==> config.mk <==
export PLATFORM = sky130hd
export DESIGN_NAME = led_chaser
export DESIGN_NICKNAME = d
export VERILOG_FILES = /design/src/rtl/led_chaser.sv
export SDC_FILE = /design/constraint.sdc
export NUM_CORES = 1
export LEC_CHECK = 0
export ABC_AREA = 1
export ABC_CLOCK_PERIOD_IN_PS = 2600
export CORE_AREA = 2 2 121 123
export DETAILED_ROUTE_END_ITERATION = 16
export DIE_AREA = 0 0 123 125
export GPL_ROUTABILITY_DRIVEN = 1
export PLACE_DENSITY = 0.74
export REMOVE_ABC_BUFFERS = 1
export SETUP_SLACK_MARGIN = 0.1
export SLEW_MARGIN = 10
export SYNTH_ARGS = -nofsm -noshare
export SYNTH_HDL_FRONTEND = slang
export SYNTH_SLANG_ARGS = --single-unit
==> constraint.sdc <==
create_clock -name clk -period 2.6 [get_ports clk]
set_clock_uncertainty 0.1 [all_clocks]
set_input_delay 0.26 -clock clk [delete_from_list [all_inputs] [get_ports clk]]
set_output_delay 0.26 -clock clk [all_outputs]
set_load 0.05 [all_outputs]
==> src/rtl/led_chaser.sv <==
// Board LED pattern engine: debounced buttons drive a mode/speed/pause FSM that
// steps an N_LED-wide pattern on a prescaled tick; the top switch inverts the LEDs.
module led_chaser #(
  parameter int N_LED     = 16,
  parameter int N_SW      = 8,
  parameter int TICK_DIV  = 5000000,
  parameter int DB_CYCLES = 65536
) (
  input  logic             clk,
  input  logic             rst,
  input  logic [4:0]       btn,
  input  logic [N_SW-1:0]  sw,
  output logic [N_LED-1:0] ledr,
  output logic [1:0]       mode,
  output logic [1:0]       speed,
  output logic             paused
);

  localparam int CW = $clog2(TICK_DIV);
  localparam int DW = $clog2(DB_CYCLES);
  localparam logic [DW-1:0]    DB_LAST = DW'(DB_CYCLES - 1);
  localparam logic [N_LED-1:0] PAT_ONE = {{(N_LED-1){1'b0}}, 1'b1};

  typedef enum logic [1:0] {
    M_ROT_L  = 2'd0,
    M_ROT_R  = 2'd1,
    M_BOUNCE = 2'd2,
    M_FILL   = 2'd3
  } mode_e;

  logic [4:0]    sync1_q, sync2_q, lvl_q, lvl_prev_q, press;
  logic [DW-1:0] db_cnt_q [5];

  always_ff @(posedge clk) begin
    if (rst) begin
      sync1_q    <= '0;
      sync2_q    <= '0;
      lvl_q      <= '0;
      lvl_prev_q <= '0;
      for (int i = 0; i < 5; i++) db_cnt_q[i] <= '0;
    end else begin
      sync1_q    <= btn;
      sync2_q    <= sync1_q;
      lvl_prev_q <= lvl_q;
      // Level flips only after DB_CYCLES consecutive disagreeing samples.
      for (int i = 0; i < 5; i++) begin
        if (sync2_q[i] == lvl_q[i]) begin
          db_cnt_q[i] <= '0;
        end else if (db_cnt_q[i] == DB_LAST) begin
          db_cnt_q[i] <= '0;
          lvl_q[i]    <= sync2_q[i];
        end else begin
          db_cnt_q[i] <= db_cnt_q[i] + DW'(1);
        end
      end
    end
  end

  assign press = lvl_q & ~lvl_prev_q;

  logic [N_LED-1:0] sw_ext;
  if (N_SW >= N_LED) begin : g_sw_trunc
    assign sw_ext = sw[N_LED-1:0];
  end else begin : g_sw_ext
    assign sw_ext = {{(N_LED-N_SW){1'b0}}, sw};
  end

  mode_e            mode_q, mode_d;
  logic [N_LED-1:0] pat_q, pat_d, step_pat;
  logic             dir_q, dir_d, step_dir;   // 0 = moving left
  logic [1:0]       speed_q, speed_d;
  logic             paused_q, paused_d;
  logic [CW-1:0]    count_q, count_d, cnt_last;
  logic [31:0]      per_full;
  logic             tick, reload_ok;

  always_ff @(posedge clk) begin
    if (rst) begin
      mode_q   <= M_ROT_L;
      pat_q    <= PAT_ONE;
      dir_q    <= 1'b0;
      speed_q  <= 2'd0;
      paused_q <= 1'b0;
      count_q  <= '0;
    end else begin
      mode_q   <= mode_d;
      pat_q    <= pat_d;
      dir_q    <= dir_d;
      speed_q  <= speed_d;
      paused_q <= paused_d;
      count_q  <= count_d;
    end
  end

  always_comb begin
    step_pat = pat_q;
    step_dir = dir_q;
    case (mode_q)
      M_ROT_L: step_pat = {pat_q[N_LED-2:0], pat_q[N_LED-1]};
      M_ROT_R: step_pat = {pat_q[0], pat_q[N_LED-1:1]};
      M_BOUNCE: begin
        if (!dir_q) begin
          if (pat_q[N_LED-1]) begin
            step_pat = pat_q >> 1;
            step_dir = 1'b1;
          end else begin
            step_pat = pat_q << 1;
          end
        end else begin
          if (pat_q[0]) begin
            step_pat = pat_q << 1;
            step_dir = 1'b0;
          end else begin
            step_pat = pat_q >> 1;
          end
        end
      end
      M_FILL:  step_pat = (&pat_q) ? '0 : {pat_q[N_LED-2:0], 1'b1};
      default: step_pat = pat_q;
    endcase
  end

  always_comb begin
    mode_d   = mode_q;
    pat_d    = pat_q;
    dir_d    = dir_q;
    speed_d  = speed_q;
    paused_d = paused_q ^ press[3];
    count_d  = count_q;

    per_full = 32'(TICK_DIV) >> speed_q;
    if (per_full == 32'd0) per_full = 32'd1;
    cnt_last  = CW'(per_full - 32'd1);
    tick      = (count_q == cnt_last) && !paused_q;
    reload_ok = press[4] && ((mode_q == M_ROT_L) || (mode_q == M_ROT_R));

    if (!paused_q) count_d = (count_q == cnt_last) ? '0 : count_q + CW'(1);

    // Priority: mode pulse, then an effective reload, then tick stepping and speed.
    if (press[0]) begin
      case (mode_q)
        M_ROT_L:  mode_d = M_ROT_R;
        M_ROT_R:  mode_d = M_BOUNCE;
        M_BOUNCE: mode_d = M_FILL;
        default:  mode_d = M_ROT_L;
      endcase
      pat_d   = PAT_ONE;
      dir_d   = 1'b0;
      count_d = '0;
    end else if (reload_ok) begin
      pat_d = (sw_ext == '0) ? PAT_ONE : sw_ext;
    end else begin
      if (tick) begin
        pat_d = step_pat;
        dir_d = step_dir;
      end
      if (press[1] && !press[2] && (speed_q != 2'd3)) begin
        speed_d = speed_q + 2'd1;
        count_d = '0;
      end else if (press[2] && !press[1] && (speed_q != 2'd0)) begin
        speed_d = speed_q - 2'd1;
        count_d = '0;
      end
    end
  end

  assign ledr   = pat_q ^ {N_LED{sw[N_SW-1]}};
  assign mode   = mode_q;
  assign speed  = speed_q;
  assign paused = paused_q;

endmodule

==> results of run 1 <==
==> worst paths after layout <==
| path | to | slack [ps] | depth (start not counted) | start |
|---|---|---|---|---|
| worst max-delay path | pat_q[12] | 340 | 12 | speed[1] |
| worst min-delay path | sync1_q[1] | 260 | 3 | btn[1] |
| worst max register to register | pat_q[12] | 340 | 12 | speed[1] |
| worst min register to register | sync2_q[4] | 320 | 2 | sync1_q[4] |
==> routing by layer <==
metal / global-route usage / wire [um] / part of all wire
met2: 0.3715 / 7789 / 0.48
met3: 0.05520 / 524 / 0.033
met4: 0.05414 / 115 / 0.0071
met1: 0.3014 / 7685 / 0.48
met5: 0 / 0 / 0
==> layout by cell type, fill, tap and decap left out, types with 5 or more instances in the layout <==
cell type	n
nand2_1	215
ha_1	18
nor3_2	7
nor2_2	5
nor3b_1	14
dfxtp_1	65
o21ai_0	28
conb_1	80
nand4_1	15
a21oi_2	9
nand3_1	66
or2_2	9
xnor2_1	5
nor4_1	6
clkbuf_16	18
buf_4	9
nand2_2	15
nor3_1	34
inv_2	13
clkdlybuf4s50_1	19
xor2_1	42
inv_1	104
buf_12	17
a21oi_1	50
edfxtp_1	80
nor2_1	169
o21ai_1	6
o21bai_1	7
==> cell usage after synthesis, types with 2 or more instances <==
cell / count
nand2_1: 215
nor2_1: 169
inv_1: 104
edfxtp_1: 80
nand3_1: 66
dfxtp_1: 65
a21oi_1: 50
xor2_1: 42
nor3_1: 34
o21ai_0: 28
ha_1: 19
nand2_2: 17
nand4_1: 15
nor3b_1: 14
buf_2: 13
inv_2: 13
a21oi_2: 9
or2_2: 9
nor3_2: 7
o21bai_1: 7
nor4_1: 6
o21ai_1: 6
nor2_2: 5
xnor2_1: 5
buf_4: 4
nand3b_1: 4
nor3b_2: 4
or2_0: 4
buf_6: 3
clkinv_1: 3
or2_1: 3
a211oi_2: 2
a31oi_1: 2
buf_1: 2
clkbuf_1: 2
nor2_4: 2
nor3_4: 2
==> final cells by class <==
cell class / instances / area, um2
Inverter: 120 / 450.4
Clock buffer: 21 / 461.7
Fill cell: 1158 / 4345
Multi-Input combinational cell: 840 / 4308
Clock inverter: 11 / 106.4
Timing Repair Buffer: 45 / 598.1
Sequential cell: 145 / 3704
Tap cell: 184 / 230.2
==> stage by stage <==
| step | utilization | power [uW] |
|---|---|---|
| 2_1_floorplan | - | 2742 |
| 3_3_place_gp | 0.6524 | 2873 |
| 3_5_place_dp | 0.6524 | 2880 |
| 4_1_cts | 0.6924 | 5211 |
| 5_1_grt | 0.6941 | 5358 |
| 6_report | 0.6941 | 5179 |
==> report_power, final <==
group / total (uW) / switching (uW) / internal [uW]
Combinational: 300 / 177 / 122
Sequential: 2530 / 52.3 / 2480
Clock: 2340 / 964 / 1380
Total: 5180 / 1190 / 3990
==> logic make-up (layout without fill, tap and decap cells) <==
logic type | after synthesis | after routing | synth area share
flip-flops | 145 | 145 | 0.4470
AND/OR/NAND/NOR | 580 | 581 | 0.3221
XOR/XNOR | 47 | 47 | 0.04968
other | 1 | 80 | 0.0004526
AO/OA/AOI/OAI | 113 | 113 | 0.08034
adder cells (fa/ha/maj) | 19 | 19 | 0.02869
buffers and inverters | 144 | 197 | 0.07173
==> state kept, by name (all words and copies together), names as in the netlist <==
| register | count |
|---|---|
| sync1_q | 5 |
| speed | 2 |
| lvl_prev_q | 5 |
| dir_q | 1 |
| paused | 1 |
| mode | 2 |
| count_q | 23 |
| pat_q | 16 |
| sync2_q | 5 |
| lvl_q | 5 |
| db_cnt_q | 80 |
==> worst register-to-register path, cell delays in order, from the launching register on <==
cell and delay [ps]:
dfxtp_1 330, clkinv_1 140, ha_2 410, inv_2 70, o21ai_1 120, nand2_1 60
nor2_1 100, nand2_1 100, nor2_4 130, nand2_4 160, nor2_4 290, nand2_2 80
a21oi_2 120
==> impl_metrics.ini, run 1 <==
[outcome]
status = complete, no violations

[logic_synthesis]
synth_ff_type = edfxtp_1
synth_top_cell_by_area = edfxtp_1
yosysSeqAreaShare = 0.4470
ys_top_cells_by_area = edfxtp_1 (29%), dfxtp_1 (16%), nand2_1 (9.7%), nor2_1 (7.7%), inv_1 (4.7%)
ys_types = 51
syn_area_um2 = 8285
async_flop_share = 0
ys_warn_count = 0
synth_top_area_frac = 0.2899
synth-edff-count = 80
syn_avg_cell_area_um2 = 7.898
ys_ff_latch = 145
netlist_instances = 1049

[global_route]
track_usage = 0.2260
grt_pass1_wl_um = 28260
grt_overflow_total = 0
grt_max_degree = 23
grt_pass1_vias = 6393
antenna_found_initial = 0

[cells_and_area]
drive_above_1_share = 0.1117
num_antenna_cells = 0
final_area_um2 = 9858
stdcell_count = 1366
layout.nets = 1203
syn_to_final_growth_pct = 18.98

[sta]
worst_pin_slew_ps = 685.0
finalSetupViolations = 0
setup_ws_ps = 338.3
rsz0062_at_grt = false
finalSetupTns_ps = 0
maxSlewViolCount = 0
period_share = 0.8699
finalHoldViolCount = 0
min_period_ps = 2262
worst_slew_margin_rel = 0.5420
hold_ws_ps = 255.1
max_freq_mhz = 442.1

[job]
drv_cap = 0

[route]
routedWlPerCell_um = 11.80
viasPerCell = 4.983
drt_iter0_markers = 525
ant_nets = 0
totalWireLength_um = 16110
drcViolationCount = 0
vias = 6807
firstDrtPassIters = 5

[clocking]
cts_setup_buffers = 0
htreeDepth = 4
ctsResizeCount = 0
clk_path_buf_depth = 2
clk_pin_slew_worst_paths_ps = 60
cts_tree = yes
clockRootBuffer = clkbuf_16
hold_buffers = 0
clk_latency_ps = 420
clkSinkCount = 145
cts_made_buffers = 17

[worst_setup_path]
critPathSlowestCell = ha_2
critPathRequiredTime_ps = 2840
start_kind = register
worstPathCellList = clkinv_1 > ha_2 > inv_2 > o21ai_1 > nand2_1 > nor2_1 > nand2_1 > nor2_4 > nand2_4 > nor2_4 > nand2_2 > a21oi_2
crit_buf_inv = 2
critPathArrivalTime_ps = 2510
critPathTopFamily = simple AND/OR/NAND/NOR gates
path_class = register to register
crit_path_max_fanout = 14
crit_path_max_incr_delay_ps = 410
critPathCaptureType = register

[floorplan]
rows = 44
die_x_um = 123
coreArea_um2 = 14200
boundaryPins = 36
die_h_um = 125
start_util = 0.5833
die_area_um2 = 15380

[placement]
hpwl_um = 11690
placed_cell_area_um2 = 9266
preCtsSetupSlack_ps = 250.9
gp_congestion = 0.9330
numPortBuffers = 35
dp.cells = 1333

[worst_hold_path]
hold_class = input pin to register

[power]
max-vdd-ir-drop_mv = 0.4768
p_per_area_nw_per_um2 = 525.3
total_leakage_power_uw = 0.004022
(Power assumes the default switching activity.)
==> run 2: changes to the inputs <==
--- a/config.mk
+++ b/config.mk
@@ -7,11 +7,11 @@
 export LEC_CHECK = 0
 export ABC_AREA = 1
 export ABC_CLOCK_PERIOD_IN_PS = 2600
-export CORE_AREA = 2 2 121 123
+export CORE_AREA = 2 2 176 178
 export DETAILED_ROUTE_END_ITERATION = 16
-export DIE_AREA = 0 0 123 125
+export DIE_AREA = 0 0 178 180
 export GPL_ROUTABILITY_DRIVEN = 1
-export PLACE_DENSITY = 0.74
+export PLACE_DENSITY_LB_ADDON = 0.15
 export REMOVE_ABC_BUFFERS = 1
 export SETUP_SLACK_MARGIN = 0.1
 export SLEW_MARGIN = 10
==> run 2 against run 1 <==
Effect of this change: setup slack lost 16 ps; sequential share of layout area is 1.4 points lower; highest routed layer unchanged; largest power group unchanged; final area increased by 3.8%; critical path type is now register to primary output; first-iteration DRC count shrank 39%.
==> impl_metrics.ini, run 2 (synthesis results as in run 1) <==
[outcome]
status = complete, no violations

[worst_setup_path]
r2r.worst_path.cells = 13
critPathCaptureType = primary output
crit_path_max_incr_delay_ps = 890
crit_buf_inv = 1
crit_path_max_fanout = 8
timing.rr.end = pat_q[15]
r2r_setup_slack_ps = 390
start_kind = register
path_class = register to primary output
critPathRequiredTime_ps = 2240
regToRegStartpoint = speed[0]
critPathArrivalTime_ps = 1920
cp.depth = 1
critPathTopFamily = buffers and inverters
critPathSlowestCell = clkdlybuf4s50_1
worstPathCellList = clkdlybuf4s50_1

[route]
drcViolationCount = 0
viasPerCell = 4.213
drt_iter0_markers = 320
routedWlPerCell_um = 11.41
totalWireLength_um = 18150
firstDrtPassIters = 4
ant_nets = 0
vias = 6703

[clocking]
clkSinkCount = 145
cts_tree = yes
clk_pin_slew_worst_paths_ps = 60
clockRootBuffer = clkbuf_16
htreeDepth = 4
cts_made_buffers = 17
clk_path_buf_depth = 2
hold_buffers = 0
clk_latency_ps = 420

[floorplan]
die_h_um = 180
die_x_um = 178
coreArea_um2 = 30190
boundaryPins = 36
start_util = 0.2745
die_area_um2 = 32040
rows = 64

[worst_hold_path]
min_delay_path_depth = 3
min_from = btn[0]
hold_class = input pin to register
hold_path_end = sync1_q[0]

[sta]
min_period_ps = 2277
max_freq_mhz = 439.1
finalSetupTns_ps = 0
worst_pin_slew_ps = 746.9
period_share = 0.8759
rsz0062_at_grt = false
finalSetupViolations = 0
maxSlewViolCount = 0
worst_slew_margin_rel = 0.5006
finalHoldViolCount = 0

[global_route]
grt_pass1_vias = 6624
grt_max_degree = 23
track_usage = 0.1191
grt_pass1_wl_um = 31170
antenna_found_initial = 0
grt_overflow_total = 0

[placement]
hpwl_um = 13190
gp_congestion = 0.8504
numPortBuffers = 35
dp.cells = 1550

[job]
drv_cap = 0

[cells_and_area]
nFillCells = 3172
layout_commonest_cell = nand2_1
largest_reg_flops = 80
syn_to_final_growth_pct = 23.51
layout.nets = 1217
num_antenna_cells = 0
regMostFlops = db_cnt_q
largest_registers = db_cnt_q: 80 flops, count_q: 23 flops, pat_q: 16 flops
drive_above_1_share = 0.1238
mostFrequentLayoutCells = nand2_1 (215), nor2_1 (169), inv_1 (103)
stdcell_count = 1591

[power]
total_leakage_power_uw = 0.004083
p_per_area_nw_per_um2 = 512.9
max-vdd-ir-drop_mv = 0.3829
==> run 2: cell count changes in the layout (fill, tap and decap cells not counted), moves of 2 or more <==
cell      change
buf_4        +14
clkinv_2      -2
inv_2         +2
nand2_2       +2
nand2_4       -2
==> run 2: cell type report <==
type                            instances  area [um2]  share of cell area
Multi-Input combinational cell        840        4310              0.4212
Sequential cell                       145        3704              0.3619
Timing Repair Buffer                   59       703.2             0.06871
Tap cell                              396       495.5             0.04842
Inverter                              120       450.4             0.04402
Clock buffer                           20       436.7             0.04267
Clock inverter                         11       133.9             0.01308
==> run 2: timing repair <==
action | 4_1_cts | 5_1_grt
setup buffers | 0 | 9
setup endpoints to repair | 0 | 36
resized for setup | 0 | 4
==> run 2: stage by stage <==
stage	hold WS (ps)	power (uW)	worst slack, ps	cell area [um2]	util
2_1_floorplan	229.1	2742	-339.3	8438	-
3_3_place_gp	299.8	2883	273.9	9569	0.3170
3_5_place_dp	293.4	2886	224.9	9569	0.3170
4_1_cts	252.2	5353	215.3	10140	0.3359
5_1_grt	270.2	5456	111.7	10230	0.3390
6_report	266.2	5249	322.7	10230	0.3390
==> run 2: worst max path at each step <==
stage,startpoint,to
global placement,speed[1],pat_q[4]
global route,speed[0],pat_q[14]
floorplan,speed[1],count_q[22]
CTS,speed[1],pat_q[4]
detailed placement,speed[1],pat_q[4]
finish,paused,paused
==> run 2: per-layer routing <==
layer	global-route usage	share of wire	up-vias
li1	-	-	3611
met1	0.1583	0.50	2990
met2	0.1929	0.45	80
met3	0.01967	0.029	22
met4	0.04525	0.016	0
met5	0	0	-
==> run 2: where the power goes <==
part | switching, uW | leakage (uW) | internal, uW
Clock | 996 | 0.000263 | 1420
Combinational | 178 | 0.00247 | 123
Sequential | 51.7 | 0.00135 | 2480
Total | 1230 | 0.00408 | 4020
==> run 3: changes to the inputs <==
--- a/config.mk
+++ b/config.mk
@@ -8,10 +8,11 @@
 export ABC_AREA = 1
 export ABC_CLOCK_PERIOD_IN_PS = 2600
 export CORE_AREA = 2 2 176 178
+export CTS_BUF_LIST = sky130_fd_sc_hd__clkbuf_2 sky130_fd_sc_hd__clkbuf_4 sky130_fd_sc_hd__clkbuf_8
 export DETAILED_ROUTE_END_ITERATION = 16
 export DIE_AREA = 0 0 178 180
 export GPL_ROUTABILITY_DRIVEN = 1
-export PLACE_DENSITY_LB_ADDON = 0.15
+export PLACE_DENSITY = 0.38
 export REMOVE_ABC_BUFFERS = 1
 export SETUP_SLACK_MARGIN = 0.1
 export SLEW_MARGIN = 10
==> run 3 against run 2 <==
Effect of this change: sequential share of layout area is 0.53 points higher; clock power is 25% lower; cell count rose by 0.19%; setup slack worse by 1.4 ps; combinational power about the same; first-iteration DRC count grew 8.4%; clock-buffer cell count is 3 lower; worst hold slack got worse by 38 ps; register-to-register slack lost 50 ps.
==> impl_metrics.ini, run 3 (synthesis results as in run 1) <==
[worst_setup_path]
start_kind = register
critPathCaptureType = primary output
critPathRequiredTime_ps = 2240
critPathTopFamily = buffers and inverters
path_class = register to primary output
crit_path_max_incr_delay_ps = 890
worstPathCellList = clkdlybuf4s50_1
critPathArrivalTime_ps = 1920
crit_path_max_fanout = 8
crit_buf_inv = 1
critPathSlowestCell = clkdlybuf4s50_1

[sta]
finalSetupViolations = 0
rsz0062_at_grt = false
finalHoldViolCount = 0
worst_slew_margin_rel = 0.6051
maxSlewViolCount = 0
period_share = 0.8764
max_freq_mhz = 438.8
setup_ws_ps = 321.3
worst_pin_slew_ps = 590.4
min_period_ps = 2279

[global_route]
track_usage = 0.1238
met2_usage = 0.1998
busiest_layer = met2
grt_pass1_wl_um = 32140
use_met1 = 0.1669
gr-usage-met3 = 0.02623
grt_pass1_vias = 6610
grt_max_degree = 23
grt_overflow_total = 0
antenna_found_initial = 0

[cells_and_area]
largest_registers = db_cnt_q: 80 flops, count_q: 23 flops, pat_q: 16 flops
layout_commonest_cell = nand2_1
regMostFlops = db_cnt_q
syn_to_final_growth_pct = 21.72
drive_above_1_share = 0.1252
final_util = 0.3341
mostFrequentLayoutCells = nand2_1 (215), nor2_1 (169), inv_1 (104)
final_area_um2 = 10080
num_antenna_cells = 0
largest_reg_flops = 80
layout.nets = 1219

[clocking]
clk_pin_slew_worst_paths_ps = 90
cts_tree = yes
hold_buffers = 0
cts_made_buffers = 17
htreeDepth = 4
clkSinkCount = 145
clk_path_buf_depth = 2
clk_latency_ps = 450
clockRootBuffer = clkbuf_8

[power]
max-vdd-ir-drop_mv = 0.3404
p_per_area_nw_per_um2 = 460.6
p_total_uw = 4645
total_leakage_power_uw = 0.004024

[placement]
placed_cell_area_um2 = 9592
numPortBuffers = 35
preCtsSetupSlack_ps = 214.5
gp_congestion = 0.7936
hpwl_um = 13880

[route]
vias = 6744
firstDrtPassIters = 4
drt_iter0_markers = 347
routedWlPerCell_um = 11.90
drcViolationCount = 0
viasPerCell = 4.231
ant_nets = 0
totalWireLength_um = 18970

[worst_hold_path]
hold_class = input pin to register

[floorplan]
rows = 64
die_area_um2 = 32040
start_util = 0.2745
die_x_um = 178
boundaryPins = 36
coreArea_um2 = 30190
die_h_um = 180

[job]
drv_cap = 0

[outcome]
status = complete, no violations
run 3: cell count changes in the layout (fill, tap and decap cells not counted), moves of 2 or more:
cell	previous run	this run
inv_6	2	4
clkinv_1	2	4
inv_2	15	13
clkbuf_1	3	0
inv_8	0	2
clkbuf_16	17	0
clkbuf_8	0	17
run 3: power by group:
group	internal (uW)	switching (uW)	total [uW]
clock	784	1030	1810
combinational	125	179	304
sequential	2480	52.5	2530
run 3: routing by layer:
layer / wire [um] / part of all wire / up-vias
met5: 0 / 0 / -
met4: 205 / 0.011 / 0
met3: 525 / 0.028 / 11
met2: 8461 / 0.45 / 61
met1: 9775 / 0.52 / 3054
li1: - / - / 3618
run 3: area by class of cell:
cell class	count	area, um2
fill	3220	20100
multi-input combinational	840	4322
sequential	145	3704
timing repair buffer	61	730.7
tap	396	495.5
inverter	120	450.4
clock buffer	17	234.0
clock inverter	15	148.9
run 3: path summary, 6_finish.rpt:
kind | slack (ps) | endpoint | start | depth (start not counted)
worst max-delay path | 320 | paused | paused | 1
worst min-delay path | 230 | sync1_q[2] | btn[2] | 3
worst max register to register | 340 | pat_q[2] | speed[1] | 15
worst min register to register | 310 | sync2_q[1] | sync1_q[1] | 2
run 3: per-stage QoR:
| stage | setup TNS (ps) | cells | hold WS, ps |
|---|---|---|---|
| finish | 0 | 1594 | 228.6 |
| global route | 0 | 1594 | 206.8 |
| CTS | 0 | 1585 | 192.8 |
| detailed placement | 0 | 1553 | 297.0 |
| global placement | 0 | 1553 | 297.7 |
| floorplan | -7176 | 1104 | 229.1 |
run 3: repair_timing:
action | CTS | global route
setup endpoints to repair | 0 | 36
setup buffers | 0 | 8
gates resized for setup | 0 | 4
==> RTL change 1: new RTL, config.mk and constraints of run 2 <==
`N_SW`: 8 -> 4.
--- a/src/rtl/led_chaser.sv
+++ b/src/rtl/led_chaser.sv
@@ -2,7 +2,7 @@
 // steps an N_LED-wide pattern on a prescaled tick; the top switch inverts the LEDs.
 module led_chaser #(
   parameter int N_LED     = 16,
-  parameter int N_SW      = 8,
+  parameter int N_SW      = 4,
   parameter int TICK_DIV  = 5000000,
   parameter int DB_CYCLES = 65536
 ) (
Ports: changed (resized sw); port bits go from 36 to 32. The function was not compared with the original's and may differ.
==> RTL change 1 against run 2 <==
Design area down 4.0%; setup slack better by 0.0039 ns; power up 0.20%; sequential cell count did not move; routed wire length is 5.9% lower; non-clock buffer count decreased by 17; register-to-register slack got worse by 0.03 ns; area after synthesis is 2.9% lower; critical path type unchanged; largest power group unchanged.
==> RTL change 1: results (changes against run 2) <==
Finish:
- The relative area of non-clock buffer cells in the final design is 5.76% (-1.1 points).
- The share of the final layout cell area in sequential cells is 37.7% (+1.5 points).
- The count of filler cells inserted in the layout came to 3,210 (+1.2%).
- The number of ordinary inverters in the final layout was 119 (-0.83%).
- The number of clock-tree buffers in the layout is 18 (-10%).
- The multi-input gate share of total cell area was 41.2% (-0.95 points).
- The clock-cell share of area is 5.76% (+0.18 points).
- The share of cells above drive strength 1 is 9.13% (-3.3 points).
- The number of non-clock buffers was 42 (-29%).
- The multi-input combinational cell count came to 802 (-4.5%).
- The layout net count is 1,157 (-4.9%).

Drt:
- The total vias in the final route came to 6,490 (-3.2%).
- The routed length on met3 came to 498 um (-6.0%).
- The detailed-route wire length on metal 1 came to 8770 um (-4.0%).
- The met2 layer wire length in the routed design came to 7650 um (-6.6%).

Global route:
- The global-route wire length before repair is 30,100 um (-3.6%).
- The number of global-route vias before repair is 6,299 (-4.9%).
- The met1 global-route usage is 15.5% (-0.32 points).
- The met2 track utilization from global routing is 18.3% (-0.98 points).
- The met3 track demand over resource is 2.33% (+0.36 points).
- The pin count of the biggest net entering global routing is 24 (+4.3%).
- The total routing resource utilization after global routing is 11.4% (-0.46 points).

Power:
- The total net switching power is 1250 uW (+2.2%).
- The fraction of power consumed by the clock network is 46.2% (+0.2 points).
- The static power due to leakage is 0.00394 uW (-3.5%).
- The worst IR drop on VDD is 0.413 mV (+7.9%).

Status:
- The flow ran to the end, and the final reports show no timing, DRC or antenna violations.

Placement:
- The count of port buffers added during placement is 31 (-11%).
- The half-perimeter wire length after placement is 12,300 um (-6.8%).
- The routability-driven placement congestion ratio was 0.782 (-8.0%).
- The pre-CTS worst setup slack is 0.292 ns (+0.0668 ns).

Yosys:
- The xor-xnor portion of the synthesized cell area is 5.44% (+0.48 points).
- The post-synthesis compound-gate area fraction was 7.50% (-0.54 points).
- In the post-synthesis netlist, the biggest area contributors are sky130_fd_sc_hd__edfxtp_1 (30%), sky130_fd_sc_hd__dfxtp_1 (16%), sky130_fd_sc_hd__nand2_1 (10%), sky130_fd_sc_hd__nor2_1 (7.0%), sky130_fd_sc_hd__inv_1 (5.3%).
- Counting instances in the post-synthesis netlist gives the leading cell types as sky130_fd_sc_hd__nand2_1 (223), sky130_fd_sc_hd__nor2_1 (151), sky130_fd_sc_hd__inv_1 (114).
- The number of different library cells in the post-synthesis netlist is 46 (-9.8%).

Worst setup path:
- The largest fanout on the critical path is 9 (+1).

STA:
- The worst max-slew margin expressed relative to the limit came to 50.5% (+0.41 points).
[RTL change 1: cell count changes after synthesis, sizes merged, moves of 3 or more]
cell / change
nand4: -3
xnor2: +4
o21bai: -4
buf: -6
clkbuf: +4
nor3b: -3
or2: -3
nor2: -18
clkinv: -3
[RTL change 1: stage by stage]
step	util (%)	instance area (um^2)	cells	TNS, ns	hold WS (ns)
6_report	32.5	9820	1535	0	0.260
5_1_grt	32.5	9820	1535	0	0.266
4_1_cts	32.5	9820	1535	0	0.242
3_5_place_dp	30.6	9250	1504	0	0.296
3_3_place_gp	30.6	9250	1504	0	0.296
2_1_floorplan	-	8190	1066	-0.393	0.229
[RTL change 1: final timing paths]
check              from          end  slack [ns]  depth (start not counted)
min reg2reg  sync1_q[3]   sync2_q[3]        0.30                          2
min              btn[1]   sync1_q[1]        0.26                          3
max              paused       paused        0.33                          1
max reg2reg     mode[0]  count_q[11]        0.36                          9
==> RTL change 2: new RTL, settings of run 2 <==
Without the edit above. Make the reset (`rst`) asynchronous in 2 clocked blocks.
--- a/src/rtl/led_chaser.sv
+++ b/src/rtl/led_chaser.sv
@@ -31,7 +31,7 @@
   logic [4:0]    sync1_q, sync2_q, lvl_q, lvl_prev_q, press;
   logic [DW-1:0] db_cnt_q [5];
 
-  always_ff @(posedge clk) begin
+  always_ff @(posedge clk or posedge rst) begin
     if (rst) begin
       sync1_q    <= '0;
       sync2_q    <= '0;
@@ -74,7 +74,7 @@
   logic [31:0]      per_full;
   logic             tick, reload_ok;
 
-  always_ff @(posedge clk) begin
+  always_ff @(posedge clk or posedge rst) begin
     if (rst) begin
       mode_q   <= M_ROT_L;
       pat_q    <= PAT_ONE;
Check against the original RTL: same outputs for any inputs over 10 cycles, from zero or initial values and one cycle with rst high; that may be too few to reach the edited logic, so the function may still have changed.
==> RTL change 2 against run 2 <==
Setup slack got worse by 0.038 ns; sequential cell count unchanged; power decreased by 1.0%; register-to-register slack lost 0.10 ns; design area shrank 2.1%; routed wire length is 14% higher; area after synthesis about the same; sequential share of layout area barely moved.
==> RTL change 2: results (changes against run 2) <==
Yosys:
- The xor-xnor portion of the synthesized cell area was 6.97% (+2.0 points).
- The multiplexer share of the synthesized area came to 0.272% (+0.27 points).
- The number of different library cells in the post-synthesis netlist is 39 (-24%).
- After synthesis, the cell types taking the most area are sky130_fd_sc_hd__dfrtp_1 (43%), sky130_fd_sc_hd__nand2_1 (12%), sky130_fd_sc_hd__nor2_1 (7.5%), sky130_fd_sc_hd__inv_1 (6.2%), sky130_fd_sc_hd__xor2_1 (5.9%).
- The part of the Yosys area used for sequential elements was 43.8% (-0.91 points).
- In the synthesized netlist, the cells that appear most often are sky130_fd_sc_hd__nand2_1 (272), sky130_fd_sc_hd__nor2_1 (166), sky130_fd_sc_hd__dfrtp_1 (144).
- The share of async-settable or async-resettable flops after synthesis is 100% (+100 points).
- The arithmetic-cell share of the synthesized area counting full adders, half adders and majority gates is 2.72% (-0.15 points).

Global route:
- The total routing resource utilization after global routing was 13.7% (+1.8 points).
- The number of global-route vias before repair is 6,933 (+4.7%).
- The pin count of the biggest net entering global routing is 46 (+100%).
- The global-route wire length before repair was 35,100 um (+13%).

STA:
- The post-layout minimum cycle time came to 2.31 ns (+0.0376 ns).
- The worst max-slew margin expressed relative to the limit is 63.5% (+13 points).

Placement:
- The routability-driven placement congestion ratio is 0.870 (+2.3%).
- The pre-CTS worst setup slack is 0.242 ns (+0.0175 ns).

Worst setup path:
- The slowest library cell on the worst path is sky130_fd_sc_hd__dfrtp_1.
- The worst path arrival time is 2.57 ns (+0.65 ns).
- The biggest cell delay along the critical path is 0.41 ns (-0.48 ns).
- The largest fanout on the critical path is 16 (+8).
- Broken down by cell family, the worst path's largest delay share belongs to simple AND/OR/NAND/NOR gates.

Drt:
- The total vias in the final route is 7,003 (+4.5%).
- The detailed router's first-iteration violation count came to 427 (+33%).
- The number of search-and-repair iterations in the first detailed-routing pass is 5 (+1).
- The detailed-route wire length is 20,700 um (+14%).

Finish:
- The layout net count came to 1,195 (-1.8%).
- The share of cells above drive strength 1 was 10.0% (-2.3 points).
- The area growth from synthesis to layout is 20.9%.

Power:
- The static power due to leakage is 0.00457 uW (+12%).
- The worst IR drop on VDD is 0.319 mV (-17%).

Status:
- The run finished with clean final reports.
## RTL change 2: path summary, 6_finish.rpt
kind                           endpoint  startpoint  cells after the start
setup / recovery              pat_q[10]    speed[1]                     12
min in group clk             sync1_q[3]      btn[3]                      1
hold reg to reg              sync2_q[1]  sync1_q[1]                      0
max in group asynchronous      pat_q[0]         rst                      3
setup reg to reg              pat_q[10]    speed[1]                     12
hold / removal             db_cnt_q[30]         rst                      2
## RTL change 2: timing repair
item / in CTS / in global routing
endpoints found under the setup margin: 0 / 34
hold endpoints to repair: 0 / 0
hold buffers: 0 / 0
resized for setup: 0 / 6
## RTL change 2: logic make-up (layout without fill, tap and decap cells)
group	count (synthesis)	after routing
and+or+nand+nor	642	642
DFF	145	145
buffers and inverters	163	233
muxes	2	2
xor gates and xnor gates	66	66
AOI/OAI and AO/OA	69	69
adders and majority gates	18	18
## RTL change 2: layer usage
metal,vias to the layer above,GRT usage [%],share of wire [%]
li1,3618,-,-
met1,3264,18.9,49
met2,95,21.5,46
met3,26,2.45,2.6
met4,0,4.69,1.9
met5,-,0,0
## RTL change 2: power breakdown
group | switching, uW | internal [uW] | leakage (uW)
sequential | 16.3 | 2280 | 0.00194
combinational | 159 | 100 | 0.00233
clock | 1090 | 1550 | 0.000301
total | 1270 | 3930 | 0.00457
## RTL change 2: final cells by class
cell class	count	area, um^2
clock inverter	15	200
clock buffer	17	425
timing repair buffer	49	641
multi-input combinational	797	4050
fill	3214	20200
sequential	145	3630
tap	396	495
inverter	152	576
## RTL change 2: per-stage QoR
step	cells	util, %	TNS, ns	instance area, um^2
CTS	1571	33.1	0	9990
global route	1571	33.2	0	10000
floorplan	1094	-	-239.13	8230
finish	1571	33.2	0	10000
detailed placement	1539	31.0	0	9370
global placement	1539	31.0	0	9370
